## src/rtl/cr_lz77_comp_sym_ser_if.sv

```systemverilog
`default_nettype none
// ============================================================================
// Module      : cr_lz77_comp_sym_ser_if
// Description : Beat input and symbol output bundle for the LZ77 symbol
//               serializer. The slave modport is the serializer side; the
//               master modport is the environment side (beat source and
//               symbol sink). The stats counters exist only when
//               CR_LZ77_COMP_SYM_SER_STATS_EN is defined.
// Revision    : 1.0 - initial release
// ============================================================================
interface cr_lz77_comp_sym_ser_if #(
    parameter int LEN_W = 10
);
    logic [4:0][1:0]  me_output_type;
    logic [3:0][7:0]  me_literal;
    logic [LEN_W-1:0] me_ptr_length;
    logic [LEN_W-1:0] me_ptr_offset;
    logic             me_last_output;

    logic             ser_valid;
    logic             ser_ready;
    logic [1:0]       ser_type;
    logic [7:0]       ser_literal;
    logic [LEN_W-1:0] ser_ptr_length;
    logic [LEN_W-1:0] ser_ptr_offset;
    logic             ser_last;
    logic             ser_afull;
    logic             ser_overflow;
`ifdef CR_LZ77_COMP_SYM_SER_STATS_EN
    logic [31:0]      ser_lit_count;
    logic [31:0]      ser_ptr_count;
`endif

    modport slave (
        input  me_output_type, me_literal, me_ptr_length, me_ptr_offset,
               me_last_output, ser_ready,
        output ser_valid, ser_type, ser_literal, ser_ptr_length,
               ser_ptr_offset, ser_last, ser_afull, ser_overflow
`ifdef CR_LZ77_COMP_SYM_SER_STATS_EN
        , output ser_lit_count, ser_ptr_count
`endif
    );

    modport master (
        output me_output_type, me_literal, me_ptr_length, me_ptr_offset,
               me_last_output, ser_ready,
        input  ser_valid, ser_type, ser_literal, ser_ptr_length,
               ser_ptr_offset, ser_last, ser_afull, ser_overflow
`ifdef CR_LZ77_COMP_SYM_SER_STATS_EN
        , input ser_lit_count, ser_ptr_count
`endif
    );
endinterface
`default_nettype wire

```

## src/rtl/cr_lz77_comp_sym_ser.sv

```systemverilog
`default_nettype none
// ============================================================================
// Module      : cr_lz77_comp_sym_ser
// Description : Queues LZ77 match-engine beats (up to five symbols each) in a
//               FIFO and presents them one symbol per valid/ready handshake.
//               Optional macro CR_LZ77_COMP_SYM_SER_STATS_EN adds saturating
//               LIT and PTR/MTF handshake counters.
//               LEN_W must match the LEN_W of the connected interface.
// Revision    : 1.0 - initial release
// ============================================================================
module cr_lz77_comp_sym_ser #(
    parameter int LEN_W = 10,
    parameter int DEPTH = 8
) (
    input  wire logic             clk,
    input  wire logic             rst,
    cr_lz77_comp_sym_ser_if.slave bus
);
    localparam int         AW        = $clog2(DEPTH);
    localparam logic [1:0] T_NULL    = 2'd0;
    localparam logic [1:0] T_LIT     = 2'd1;
    localparam logic [AW:0] FULL_CNT  = (AW+1)'(DEPTH);
    localparam logic [AW:0] AFULL_CNT = (AW+1)'(DEPTH - 2);

    // Beat storage; contents only matter below the occupancy count, so no reset.
    logic [4:0][1:0]  mem_type [DEPTH];
    logic [3:0][7:0]  mem_lit  [DEPTH];
    logic [LEN_W-1:0] mem_len  [DEPTH];
    logic [LEN_W-1:0] mem_off  [DEPTH];
    logic             mem_last [DEPTH];

    logic [AW-1:0] wr_ptr;
    logic [AW-1:0] rd_ptr;
    logic [AW:0]   count;
    logic [2:0]    idx;        // first slot of the head beat not yet presented
    logic [1:0]    lidx;       // LIT ordinal within the head beat
    logic          overflow;

    logic [4:0][1:0] head_type;
    logic            cur_found;
    logic [2:0]      cur_slot;
    logic [1:0]      cur_type;
    logic            more;
    logic            valid;
    logic            hs;
    logic            retire;
    logic            push_req;
    logic            accept;

    assign head_type = mem_type[rd_ptr];
    assign valid     = (count != '0);
    assign hs        = valid && bus.ser_ready;
    // The current symbol is final for its beat when no further non-NULL slot
    // follows; an empty last-marker beat is also final on its only handshake.
    assign retire    = hs && !more;
    assign push_req  = (|bus.me_output_type) || bus.me_last_output;
    assign accept    = push_req && ((count != FULL_CNT) || retire);

    // Locate the next non-NULL slot at or after idx and whether another follows.
    always_comb begin
        cur_found = 1'b0;
        cur_slot  = 3'd0;
        cur_type  = T_NULL;
        more      = 1'b0;
        for (int i = 0; i < 5; i++) begin
            if ((3'(i) >= idx) && (head_type[i] != T_NULL)) begin
                if (!cur_found) begin
                    cur_found = 1'b1;
                    cur_slot  = 3'(i);
                    cur_type  = head_type[i];
                end else begin
                    more = 1'b1;
                end
            end
        end
    end

    // Present the head symbol; all data fields are forced to 0 where not meaningful.
    always_comb begin
        bus.ser_valid      = valid;
        bus.ser_type       = valid ? cur_type : T_NULL;
        bus.ser_literal    = (valid && (cur_type == T_LIT)) ? mem_lit[rd_ptr][lidx] : 8'd0;
        bus.ser_ptr_length = (valid && cur_type[1]) ? mem_len[rd_ptr] : '0;
        bus.ser_ptr_offset = (valid && cur_type[1]) ? mem_off[rd_ptr] : '0;
        bus.ser_last       = valid && mem_last[rd_ptr] && !more;
        bus.ser_afull      = (count >= AFULL_CNT);
        bus.ser_overflow   = overflow;
    end

    // Capture an accepted beat at the write pointer.
    always_ff @(posedge clk) begin
        if (accept) begin
            mem_type[wr_ptr] <= bus.me_output_type;
            mem_lit[wr_ptr]  <= bus.me_literal;
            mem_len[wr_ptr]  <= bus.me_ptr_length;
            mem_off[wr_ptr]  <= bus.me_ptr_offset;
            mem_last[wr_ptr] <= bus.me_last_output;
        end
    end

    // FIFO pointers, occupancy, slot walk and sticky overflow.
    always_ff @(posedge clk or posedge rst) begin
        if (rst) begin
            wr_ptr   <= '0;
            rd_ptr   <= '0;
            count    <= '0;
            idx      <= 3'd0;
            lidx     <= 2'd0;
            overflow <= 1'b0;
        end else begin
            if (accept) begin
                wr_ptr <= wr_ptr + 1'b1;
            end
            if (retire) begin
                rd_ptr <= rd_ptr + 1'b1;
                idx    <= 3'd0;
                lidx   <= 2'd0;
            end else if (hs) begin
                idx <= cur_slot + 3'd1;
                if (cur_type == T_LIT) begin
                    lidx <= lidx + 2'd1;
                end
            end
            case ({accept, retire})
                2'b10:   count <= count + 1'b1;
                2'b01:   count <= count - 1'b1;
                default: count <= count;
            endcase
            if (push_req && !accept) begin
                overflow <= 1'b1;
            end
        end
    end

`ifdef CR_LZ77_COMP_SYM_SER_STATS_EN
    logic [31:0] lit_cnt;
    logic [31:0] ptr_cnt;

    assign bus.ser_lit_count = lit_cnt;
    assign bus.ser_ptr_count = ptr_cnt;

    // Saturating handshake counters by symbol class.
    always_ff @(posedge clk or posedge rst) begin
        if (rst) begin
            lit_cnt <= '0;
            ptr_cnt <= '0;
        end else if (hs) begin
            if ((cur_type == T_LIT) && (lit_cnt != '1)) begin
                lit_cnt <= lit_cnt + 32'd1;
            end
            if (cur_type[1] && (ptr_cnt != '1)) begin
                ptr_cnt <= ptr_cnt + 32'd1;
            end
        end
    end
`endif
endmodule
`default_nettype wire

```

## src/flat_wrapper.sv

```systemverilog
// flat-port wrapper written by rule: the top's interface ports become plain ports
module cr_lz77_comp_sym_ser_flat 
#(
    parameter int LEN_W = 10,
    parameter int DEPTH = 8
)
  (clk, rst, bus_me_output_type, bus_me_literal, bus_me_ptr_length, bus_me_ptr_offset, bus_me_last_output, bus_ser_ready, bus_ser_valid, bus_ser_type, bus_ser_literal, bus_ser_ptr_length, bus_ser_ptr_offset, bus_ser_last, bus_ser_afull, bus_ser_overflow);
  cr_lz77_comp_sym_ser_if #(.LEN_W(LEN_W)) bus_i ();
  input  wire logic clk;
  input  wire logic rst;
  input wire logic [$bits(bus_i.me_output_type)-1:0] bus_me_output_type;
  input wire logic [$bits(bus_i.me_literal)-1:0] bus_me_literal;
  input wire logic [$bits(bus_i.me_ptr_length)-1:0] bus_me_ptr_length;
  input wire logic [$bits(bus_i.me_ptr_offset)-1:0] bus_me_ptr_offset;
  input wire logic [$bits(bus_i.me_last_output)-1:0] bus_me_last_output;
  input wire logic [$bits(bus_i.ser_ready)-1:0] bus_ser_ready;
  output wire logic [$bits(bus_i.ser_valid)-1:0] bus_ser_valid;
  output wire logic [$bits(bus_i.ser_type)-1:0] bus_ser_type;
  output wire logic [$bits(bus_i.ser_literal)-1:0] bus_ser_literal;
  output wire logic [$bits(bus_i.ser_ptr_length)-1:0] bus_ser_ptr_length;
  output wire logic [$bits(bus_i.ser_ptr_offset)-1:0] bus_ser_ptr_offset;
  output wire logic [$bits(bus_i.ser_last)-1:0] bus_ser_last;
  output wire logic [$bits(bus_i.ser_afull)-1:0] bus_ser_afull;
  output wire logic [$bits(bus_i.ser_overflow)-1:0] bus_ser_overflow;
  assign bus_i.me_output_type = bus_me_output_type;
  assign bus_i.me_literal = bus_me_literal;
  assign bus_i.me_ptr_length = bus_me_ptr_length;
  assign bus_i.me_ptr_offset = bus_me_ptr_offset;
  assign bus_i.me_last_output = bus_me_last_output;
  assign bus_i.ser_ready = bus_ser_ready;
  assign bus_ser_valid = bus_i.ser_valid;
  assign bus_ser_type = bus_i.ser_type;
  assign bus_ser_literal = bus_i.ser_literal;
  assign bus_ser_ptr_length = bus_i.ser_ptr_length;
  assign bus_ser_ptr_offset = bus_i.ser_ptr_offset;
  assign bus_ser_last = bus_i.ser_last;
  assign bus_ser_afull = bus_i.ser_afull;
  assign bus_ser_overflow = bus_i.ser_overflow;
  cr_lz77_comp_sym_ser #(.LEN_W(LEN_W), .DEPTH(DEPTH)) u_core (.clk(clk), .rst(rst), .bus(bus_i));
endmodule
```

## config.mk

```make
export PLATFORM = sky130hd
export DESIGN_NAME = cr_lz77_comp_sym_ser_flat
export DESIGN_NICKNAME = d
export VERILOG_FILES = /design/src/rtl/cr_lz77_comp_sym_ser_if.sv /design/src/rtl/cr_lz77_comp_sym_ser.sv /design/src/flat_wrapper.sv
export SDC_FILE = /design/constraint.sdc
export NUM_CORES = 1
export LEC_CHECK = 0
export ABC_AREA = 1
export BUFFER_PORTS_ARGS = -buffer_cell sky130_fd_sc_hd__buf_2
export CORE_MARGIN = 5
export CORE_UTILIZATION = 57
export CTS_BUF_LIST = sky130_fd_sc_hd__clkbuf_2
export CTS_CLUSTER_DIAMETER = 200
export DETAILED_ROUTE_END_ITERATION = 7
export PLACE_DENSITY = 0.78
export SLEW_MARGIN = 20
export SYNTH_ARGS = -nofsm -noshare
export SYNTH_HDL_FRONTEND = slang
export SYNTH_SLANG_ARGS = --single-unit
```

## constraint.sdc

```tcl
create_clock -name clk -period 5.16 [get_ports clk]
set_clock_uncertainty 0.2 [all_clocks]
set_input_delay 0.258 -clock clk [delete_from_list [all_inputs] [get_ports clk]]
set_output_delay 0.258 -clock clk [all_outputs]
set_load 0.02 [all_outputs]
```

==> flow_summary.ini, run 1 <==
[clocking]
clockRootBuffer = clkbuf_2
clock_latency_ns = 1.08
htreeDepth = 3
cts_max_path_buffers = 3
cts_tree = yes
clk_pin_slew_ns = 0.13
clock_sinks = 520
cts_buffers = 118

[floorplan]
die_w_um = 202.6
io-pin-count = 100
rows = 70
die_h_um = 202.6
die_area_um2 = 41050
start_util_pct = 57.76
coreArea_um2 = 36610

[timing]
period_minus_slack_ns = 4.939
drv_slew = 0
relSlewSlack_pct = 45.41
rsz0062_at_grt = false
hold_violations = 0
fmax_mhz = 202.5
tightest_slew_ns = 0.8086
fin_crit_sh_pct = 95.72
setup_viol = 0
finalSetupTns_ns = 0

[power_and_ir_drop]
p_sw_uw = 6962
combPwrFrac_pct = 43.4
clock_power_share_pct = 16.5
power_density_nw_per_um2 = 643.1
seq_power_share_pct = 40.1
power.internal_uw = 8880
power.share.switching_pct = 43.95
leakagePower_uw = 0.009189
vdd_drop_max_mv = 0.3968

[placed_design]
dpl.hpwl_mm = 26.17
numPortBuffers = 99
post_dp_cell_area_um2 = 22160
routabilityCongestion = 0.8824

[worst_setup_path]
cpPeakStageDelay_ns = 0.75
critical_path_arrival_ns = 4.48
cp_max_fo = 51
start_kind = flip-flop
worst-path-buf-inv = 3
worstPathCellList = buf_6 -> buf_4 -> nand2_1 -> nand2_1 -> a21oi_1 -> o311ai_0 -> o311ai_0 -> nor2_2 -> buf_2
critPathLaunch = u_core.rd_ptr[0]$_DFFE_PP0P_
reg2reg_from = u_core.rd_ptr[0]$_DFFE_PP0P_
cp-end-kind = output port
path_class = reg2out
required_ns = 4.70
crit_family = compound AO/OA/AOI/OAI gates
critPathSlowestCell = dfrtp_4

[synth]
ys_warn_count = 0
synth.most_common_cell = edfxtp_1
yosysUniqueCellTypes = 40
synth_area_per_cell_um2 = 12.66
synth_common_cells = 504 x edfxtp_1, 320 x nand2_1, 137 x nor2_1, 134 x o21ai_0, 115 x a21oi_1
syn-num-nets = 1742
ys_ff_latch = 520
netlist_area_um2 = 21150
syn_inst = 1670
synth-edff-count = 504
yosys.area.top_type_share_pct = 71.57
synth_top_cell_by_area = edfxtp_1
yosysSeqAreaShare_pct = 73.46
synth_flop_cell = edfxtp_1
synth_area_leaders = edfxtp_1 72%, nand2_1 5.7%, o21ai_0 3.2%
synthArstFlopShare_pct = 3.077

[cells_and_area]
area_growth_pct = 16.48
final_nets = 2023
drive_gt1_share_pct = 18.66
final_area_um2 = 24630

[grt]
grt_max_degree = 101
grt_pass1_wl_mm = 80.54
first_global_vias = 14780
grtUsageTotal_pct = 24.88
grt_antenna_before_repair = 5
grt-ovfl-total = 0

[outcome]
outcome = complete, no violations

[detailed_routing]
avgViaCountPerCell = 5.887
avgRoutedWirePerCell_um = 20.60
drt_iter0_drc = 1741
drt_pass1_iterations = 6
vias = 14860
drcViolationCount = 0
wl_mm = 52.03
ant_nets = 0

[min_path]
min_path_type = in2async

[run]
maxCapViolations = 0
-- timing repair --
| action | 4_1_cts | 5_1_grt |
|---|---|---|
| endpoints found under the setup margin | 1 | 28 |
| cloned | 0 | 0 |
| buffers inserted | 0 | 2 |
| resized for setup | 1 | 3 |
| hold endpoints to repair | 534 | 0 |
| hold buffers | 130 | 0 |
-- cell usage in the layout (no fill, tap or decap), types with 2 or more instances in the layout --
cell | synthesis | final
o22ai_1 | 26 | 26
o21ai_1 | 3 | 3
nand4_1 | 2 | 2
clkinv_1 | 0 | 31
diode_2 | 0 | 4
clkbuf_2 | 0 | 182
dlygate4sd3_1 | 0 | 130
clkinv_2 | 0 | 4
nor2_1 | 137 | 133
xnor2_1 | 5 | 5
inv_2 | 5 | 5
a21oi_1 | 115 | 115
nor4_1 | 2 | 2
nor2_2 | 28 | 28
a22oi_1 | 26 | 26
o311ai_0 | 21 | 21
nand2_2 | 4 | 4
nand3_1 | 82 | 82
o221ai_1 | 25 | 25
nand2_1 | 320 | 320
ha_1 | 6 | 6
nor2_4 | 4 | 8
buf_4 | 5 | 18
a221o_1 | 8 | 8
nor3_1 | 4 | 4
o21ai_0 | 134 | 134
nor3_4 | 0 | 4
edfxtp_1 | 504 | 504
dfrtp_1 | 16 | 13
buf_2 | 23 | 99
nand2_4 | 6 | 6
buf_12 | 0 | 12
xor2_1 | 3 | 3
inv_1 | 72 | 72
dfrtp_4 | 0 | 2
inv_6 | 1 | 2
-- power by group through the flow --
stage	combinational, uW	sequential, uW	clock [uW]
after global routing	7460	6420	2910
final	6880	6350	2610
after floorplan	4650	6310	0
after CTS	6680	6370	2650
after global placement	6410	6420	0
after detailed placement	6560	6450	0
-- per-layer routing --
layer / track usage [%] / part of all wire, % / up-vias
met3: 5.047 / 9.5 / 128
met5: 0 / 0.025 / -
met2: 40.22 / 49 / 908
met1: 33.69 / 39 / 7120
met4: 9.893 / 2.7 / 2
li1: - / - / 6706
-- sequential cells by signal, indices dropped and copies added, names as in the netlist, 4 cells and up --
signal	count
u_core.mem_off	80
u_core.mem_type	80
u_core.mem_last	8
u_core.count	4
u_core.mem_lit	256
u_core.mem_len	80
-- final timing paths --
path / to / slack, ns / cells past startpoint
min in group clk: u_core.wr_ptr[1]$_DFFE_PP0P_ / 0.21 / 6
hold reg to reg: u_core.count[3]$_DFFE_PP0P_ / 0.29 / 1
setup / recovery: bus_ser_literal[7] / 0.22 / 9
max in group asynchronous: u_core.rd_ptr[2]$_DFFE_PP0P_ / 4.11 / 4
hold / removal: u_core.idx[1]$_DFFE_PP0P_ / 0.17 / 4
setup reg to reg: u_core.count[3]$_DFFE_PP0P_ / 1.00 / 23
-- worst min-delay path, stage by stage --
cell           delay (ns)
dlygate4sd3_1        0.53
buf_2                0.11
dlygate4sd3_1        0.54
inv_1                0.48
-- cells by family after synthesis --
group / after synthesis / synth area share [%]
fa+ha+maj: 6 / 0.3550
flops: 520 / 73.46
buf+inv: 177 / 3.674
xor+xnor: 8 / 0.3313
simple gates: 595 / 12.02
compound gates: 364 / 10.16
-- area by class of cell --
class                   count  area, um2
clock inverters            40      198.9
multi-input cells         973       4891
repair buffers            260       2183
diodes                      4      10.01
fillers                  2526      11980
inverters                  78      310.3
well taps                 468      585.6
flip-flops and latches    520      15540
clock buffers             182      910.9
-- per-stage QoR --
| step | hold WS [ns] | total power, uW | setup slack (ns) | utilization (%) | std cells |
|---|---|---|---|---|---|
| after global placement | 0.1679 | 12830 | 1.139 | 60.52 | 2167 |
| final | 0.1715 | 15840 | 0.2209 | 67.29 | 2525 |
| after CTS | 0.1059 | 15690 | 0.05628 | 67.12 | 2519 |
| after detailed placement | 0.1765 | 13010 | 0.9482 | 60.52 | 2167 |
| after floorplan | -0.02826 | 10970 | 0.02656 | - | 1670 |
| after global routing | 0.1759 | 16790 | 0.01448 | 67.29 | 2525 |
Note: power is estimated with default switching activity, not from simulation.
==> run 2, diff against run 1 <==
--- a/config.mk
+++ b/config.mk
@@ -8,11 +8,10 @@
 export ABC_AREA = 1
 export BUFFER_PORTS_ARGS = -buffer_cell sky130_fd_sc_hd__buf_2
 export CORE_MARGIN = 5
-export CORE_UTILIZATION = 57
-export CTS_BUF_LIST = sky130_fd_sc_hd__clkbuf_2
+export CORE_UTILIZATION = 55
 export CTS_CLUSTER_DIAMETER = 200
 export DETAILED_ROUTE_END_ITERATION = 7
-export PLACE_DENSITY = 0.78
+export PLACE_DENSITY = 0.75
 export SLEW_MARGIN = 20
 export SYNTH_ARGS = -nofsm -noshare
 export SYNTH_HDL_FRONTEND = slang
==> flow_summary.ini, run 2 (synthesis results as in run 1) <==
[clocking]
clockRootBuffer = clkbuf_16
cts_buffers = 50
cts_max_path_buffers = 3
cts_tree = yes
clock_latency_ns = 0.56
clk_pin_slew_ns = 0.07
clock_sinks = 520
htreeDepth = 2

[floorplan]
die_h_um = 206.1
rows = 71
die_area_um2 = 42470
io-pin-count = 100
die_w_um = 206.1
coreArea_um2 = 37840
start_util_pct = 55.88

[power_and_ir_drop]
clock_power_share_pct = 21.7
combPwrFrac_pct = 40.0
power_uw = 16710
power.share.switching_pct = 40.45
vdd_drop_max_mv = 0.5316
leakagePower_uw = 0.008834
p_sw_uw = 6758
power.internal_uw = 9948
power_density_nw_per_um2 = 682.6
seq_power_share_pct = 38.4

[timing]
finalSetupTns_ns = 0
period_minus_slack_ns = 4.754
fmax_mhz = 210.3
fin_crit_sh_pct = 92.14
rsz0062_at_grt = false
tightest_slew_ns = 1.030
relSlewSlack_pct = 31.36
setup_viol = 0
hold_violations = 0
drv_slew = 0

[worst_setup_path]
start_kind = flip-flop
reg2reg_from = u_core.rd_ptr[0]$_DFFE_PP0P_
path_common_cell = o311ai_0
worstPathCellList = inv_6 -> buf_4 -> a21oi_1 -> o311ai_0 -> o311ai_0 -> nor2_2 -> buf_2
cp_max_fo = 114
reg2reg_depth = 16
critical_path_arrival_ns = 4.30
critPathSlowestCell = buf_4
regToRegEndpoint = u_core.mem_off[6][2]$_DFFE_PP_
cp-end-kind = output port
cpPeakStageDelay_ns = 0.90
required_ns = 4.70
path_class = reg2out
rrSetupSlack_ns = 0.76

[grt]
grt_max_degree = 115
first_global_vias = 13630
grtUsageTotal_pct = 23.17
grt_pass1_wl_mm = 76.80
grt-ovfl-total = 0
grt_antenna_before_repair = 4

[detailed_routing]
ant_nets = 0
drt_pass1_iterations = 5
drcViolationCount = 0
drt_iter0_drc = 1582
wl_mm = 49.56
avgViaCountPerCell = 5.889
vias = 13940
avgRoutedWirePerCell_um = 20.93

[placed_design]
routabilityCongestion = 0.8670
dp_cells = 2211
dpl.hpwl_mm = 26.83
numPortBuffers = 99

[cells_and_area]
top_register = u_core.mem_lit
drive_gt1_share_pct = 13.98
largest_reg_flops = 256
fillers = 2732
area_growth_pct = 15.73
final_common_cell = edfxtp_1
final_nets = 1889
layout.cells.non_filler = 2368
final_cell_mix = 504 x edfxtp_1, 320 x nand2_1, 134 x o21ai_0

[run]
maxCapViolations = 0

[min_path]
min_path_type = in2async

[outcome]
outcome = complete, no violations
## run 2: changes by cell type in the layout (fill, tap and decap cells not counted), sizes merged
cell	before	now
bufinv	1	7
inv	80	78
buf	130	129
dlygate4sd3	130	65
clkinvlp	1	0
clkbuf	182	62
clkinv	36	19
## run 2: metrics by stage
step	setup slack (ns)	instance area [um2]	util, %	hold slack, ns
5_1_grt	0.2037	24470	64.66	0.2049
6_report	0.4056	24470	64.67	0.1238
4_1_cts	0.3978	24460	64.64	0.1290
3_5_place_dp	0.8471	22210	58.69	0.1800
3_3_place_gp	0.9363	22210	58.69	0.1584
2_1_floorplan	0.02656	21150	-	-0.02826
## run 2: cell type report
class	count	area, um2	share of cell area, %
Timing Repair Buffer	194	1484	6.063
Antenna cell	4	10.01	0.04090
Sequential cell	520	15550	63.52
Clock inverter	26	306.5	1.253
Inverter	78	300.3	1.227
Clock buffer	62	1296	5.297
Tap cell	511	639.4	2.612
Multi-Input combinational cell	973	4891	19.98
## run 2: power by group through the flow
stage / clock network, uW / registers, uW / logic, uW
6_report: 3620 / 6410 / 6680
5_1_grt: 3830 / 6490 / 7280
3_5_place_dp: 0 / 6470 / 6600
4_1_cts: 3660 / 6390 / 6670
3_3_place_gp: 0 / 6440 / 6450
2_1_floorplan: 0 / 6310 / 4650
## run 2: how the worst max path moves through the flow
stage / start / endpoint / slack (ns)
floorplan: u_core.rd_ptr[0]$_DFFE_PP0P_ / u_core.mem_last[0]$_DFFE_PP_ / 0.03
global placement: u_core.rd_ptr[0]$_DFFE_PP0P_ / u_core.mem_lit[6][21]$_DFFE_PP_ / 0.94
detailed placement: u_core.rd_ptr[0]$_DFFE_PP0P_ / u_core.mem_lit[6][21]$_DFFE_PP_ / 0.85
CTS: u_core.rd_ptr[0]$_DFFE_PP0P_ / bus_ser_literal[3] / 0.40
global route: u_core.rd_ptr[0]$_DFFE_PP0P_ / bus_ser_literal[3] / 0.20
finish: u_core.rd_ptr[0]$_DFFE_PP0P_ / bus_ser_literal[3] / 0.41
## run 2: worst max-delay path, delay by kind of cell (launching register included)
kind / cells / cell delay, ns
buffers and inverters: 3 / 1.72
AND/OR/NAND/NOR: 1 / 0.18
flip-flops: 1 / 0.67
AO/OA/AOI/OAI: 3 / 1.10
## run 2: layer usage
metal  GRT usage, %  wire length [um]  vias to the layer above
met1          33.76             21090                     6834
met2          37.07             23370                      663
met4          6.345              1045                        2
met5              0                 8                        -
met3          3.546              4043                       90
li1               -                 -                     6355
## run 2: what timing repair did
item / 4_1_cts / 5_1_grt
hold buffers: 65 / 0
gates resized for setup: 0 / 0
hold endpoints to repair: 522 / 0
setup buffers: 0 / 0
==> run 3, diff against run 2 <==
--- a/config.mk
+++ b/config.mk
@@ -5,13 +5,13 @@
 export SDC_FILE = /design/constraint.sdc
 export NUM_CORES = 1
 export LEC_CHECK = 0
-export ABC_AREA = 1
+export ABC_AREA = 0
 export BUFFER_PORTS_ARGS = -buffer_cell sky130_fd_sc_hd__buf_2
 export CORE_MARGIN = 5
 export CORE_UTILIZATION = 55
 export CTS_CLUSTER_DIAMETER = 200
 export DETAILED_ROUTE_END_ITERATION = 7
-export PLACE_DENSITY = 0.75
+export PLACE_DENSITY = 0.76
 export SLEW_MARGIN = 20
 export SYNTH_ARGS = -nofsm -noshare
 export SYNTH_HDL_FRONTEND = slang
==> constraint.sdc (replaced) <==
create_clock -name clk -period 5.16 [get_ports clk]
set_clock_uncertainty 0.2 [all_clocks]
set_input_delay 0.774 -clock clk [delete_from_list [all_inputs] [get_ports clk]]
set_output_delay 0.774 -clock clk [all_outputs]
set_load 0.02 [all_outputs]
==> flow_summary.ini, run 3 <==
[grt]
grt_max_degree = 59
grtUsageTotal_pct = 20.65
grt_pass1_wl_mm = 64.07
grt_antenna_before_repair = 5
grt-ovfl-total = 0
first_global_vias = 10390

[detailed_routing]
avgRoutedWirePerCell_um = 26.59
drcViolationCount = 0
drt_iter0_drc = 827
ant_nets = 0
vias = 9736
avgViaCountPerCell = 6.197
drt_pass1_iterations = 5
wl_mm = 41.78

[floorplan]
start_util_pct = 55.82
io-pin-count = 100
die_area_um2 = 41210
die_h_um = 203.0
die_w_um = 203.0
rows = 70
coreArea_um2 = 36700

[power_and_ir_drop]
clock_power_share_pct = 23.0
power.internal_uw = 10400
power_density_nw_per_um2 = 666.3
leakagePower_uw = 0.007790
power.share.switching_pct = 33.50
combPwrFrac_pct = 35.8
p_sw_uw = 5238
seq_power_share_pct = 41.2
power_uw = 15630
vdd_drop_max_mv = 0.5181

[synth]
synth_flop_cell = edfxtp_1
ys_ff_latch = 520
synth_top_cell_by_area = edfxtp_1
synth_common_cells = 504 x edfxtp_1, 137 x mux4_2, 34 x nand2_1, 34 x nor2_1, 29 x mux2i_1
syn_inst = 923
netlist_area_um2 = 20490
synth_area_per_cell_um2 = 22.19
yosysUniqueCellTypes = 55
synth_area_leaders = edfxtp_1 74%, mux4_2 15%, dfrtp_1 2.0%
synthArstFlopShare_pct = 3.077
yosys.area.top_type_share_pct = 73.88
yosysSeqAreaShare_pct = 75.83
synth-edff-count = 504
syn-num-nets = 995
ys_warn_count = 0
synth.most_common_cell = edfxtp_1

[clocking]
cts_buffers = 51
cts_tree = yes
cts_max_path_buffers = 3
clock_sinks = 520
clk_pin_slew_ns = 0.07
clockRootBuffer = clkbuf_16
cts_hold_buf = 0
clock_latency_ns = 0.58
htreeDepth = 2

[worst_setup_path]
cp-end-kind = output port
reg2reg_depth = 15
required_ns = 4.19
critical_path_arrival_ns = 4.01
cpPeakStageDelay_ns = 0.69
critPathLaunch = u_core.rd_ptr[0]$_DFFE_PP0P_
cp.depth = 9
critPathSlowestCell = dfrtp_4
start_kind = flip-flop
cp-endpoint = bus_ser_literal[2]
crit_family = compound AO/OA/AOI/OAI gates
regToRegEndpoint = u_core.count[2]$_DFFE_PP0P_
reg2reg_from = u_core.rd_ptr[0]$_DFFE_PP0P_
path_common_cell = nor2_1
worst-path-buf-inv = 1
worstPathCellList = mux4_1 -> nor2_1 -> a2111oi_2 -> nor2_1 -> a32o_1 -> nor3_1 -> nand2_1 -> a21oi_1 -> buf_2
path_class = reg2out
cp_max_fo = 23
rrSetupSlack_ns = 0.74

[placed_design]
routabilityCongestion = 0.8348
dp_cells = 1474
dpl.hpwl_mm = 23.10
numPortBuffers = 99

[timing]
rsz0062_at_grt = false
hold_violations = 0
tightest_slew_ns = 0.9234
period_minus_slack_ns = 4.980
whs_ns = 0.07428
finalSetupTns_ns = 0
relSlewSlack_pct = 38.44
drv_slew = 0
setup_viol = 0
fin_crit_sh_pct = 96.50
fmax_mhz = 200.8

[cells_and_area]
area_growth_pct = 14.54
seq_area_um2 = 15550
final_nets = 1134
final_cell_mix = 504 x edfxtp_1, 137 x mux4_2, 99 x buf_2
multiInputGateArea_um2 = 4746
layout.cells.non_filler = 1571
final_common_cell = edfxtp_1
top_register = u_core.mem_lit
fillers = 2347
largest_reg_flops = 256
drive_gt1_share_pct = 33.30

[run]
maxCapViolations = 0

[min_path]
min_path_type = in2async

[outcome]
outcome = complete, no violations
## run 3: changes by cell type after synthesis, sizes merged, moves of 30 or more
cell,before,now
a21oi,116,16
clkbuf,49,18
inv,78,6
mux2i,0,30
mux4,0,144
nand2,330,34
nand3,83,9
nor2,169,34
o21ai,137,7
## run 3: worst min path at each step
stage                                         from                                   to  slack [ns]  depth (start not counted)
6_report                                       rst          u_core.count[2]$_DFFE_PP0P_        0.07                          2
5_1_grt                                        rst          u_core.count[2]$_DFFE_PP0P_        0.13                          2
4_1_cts                                        rst          u_core.count[3]$_DFFE_PP0P_        0.08                          2
3_5_place_dp   u_core.bus.ser_overflow$_DFFE_PP0P_  u_core.bus.ser_overflow$_DFFE_PP0P_        0.30                          1
3_3_place_gp   u_core.bus.ser_overflow$_DFFE_PP0P_  u_core.bus.ser_overflow$_DFFE_PP0P_        0.29                          1
2_1_floorplan          u_core.count[3]$_DFFE_PP0P_          u_core.count[3]$_DFFE_PP0P_        0.28                          1
## run 3: layout make-up
cell class	count	area share [%]
clock buffers	64	5.871
well taps	468	2.495
repair buffers	134	3.972
inverters	6	0.09598
diodes	1	0.01066
clock inverters	29	1.077
multi-input cells	349	20.23
flip-flops and latches	520	66.25
## run 3: power by group through the flow
| stage | clock [uW] | sequential [uW] | combinational, uW |
|---|---|---|---|
| 2_1_floorplan | 0 | 6280 | 3980 |
| 5_1_grt | 3870 | 6530 | 6010 |
| 6_report | 3600 | 6440 | 5600 |
| 3_5_place_dp | 0 | 6620 | 5440 |
| 3_3_place_gp | 0 | 6540 | 5390 |
| 4_1_cts | 3670 | 6510 | 5580 |
## run 3: per-layer routing
metal  part of all wire (%)  up-vias  wire [um]  global-route usage [%]
met2                     50      378      20870                   34.22
met3                    7.4       72       3081                   4.312
met4                    2.5        8       1056                   6.062
met5                   0.10        -         42                       0
met1                     40     5107      16730                   28.30
li1                       -     4171          -                       -
## run 3: what timing repair did
action                                  CTS  global route
endpoints found under the setup margin    8            14
gates resized for setup                   0             1
hold endpoints to repair                  0             0
buffers inserted                          1             2
## run 3: cell families after synthesis
group | after synthesis | synth area share [%]
xor+xnor | 9 | 0.3848
simple gates | 107 | 2.687
flops | 520 | 75.83
fa+ha+maj | 6 | 0.3664
compound gates | 49 | 1.716
mux | 178 | 17.71
buf+inv | 54 | 1.307
## run 3: metrics by stage
| stage | util [%] | instance area [um2] | setup WS [ns] |
|---|---|---|---|
| after global routing | 63.93 | 23460 | 0.02682 |
| after detailed placement | 59.33 | 21770 | 0.5136 |
| after global placement | 59.33 | 21770 | 0.6293 |
| after CTS | 63.83 | 23420 | 0.01672 |
| after floorplan | - | 20500 | -1.424 |
| final | 63.94 | 23470 | 0.1804 |
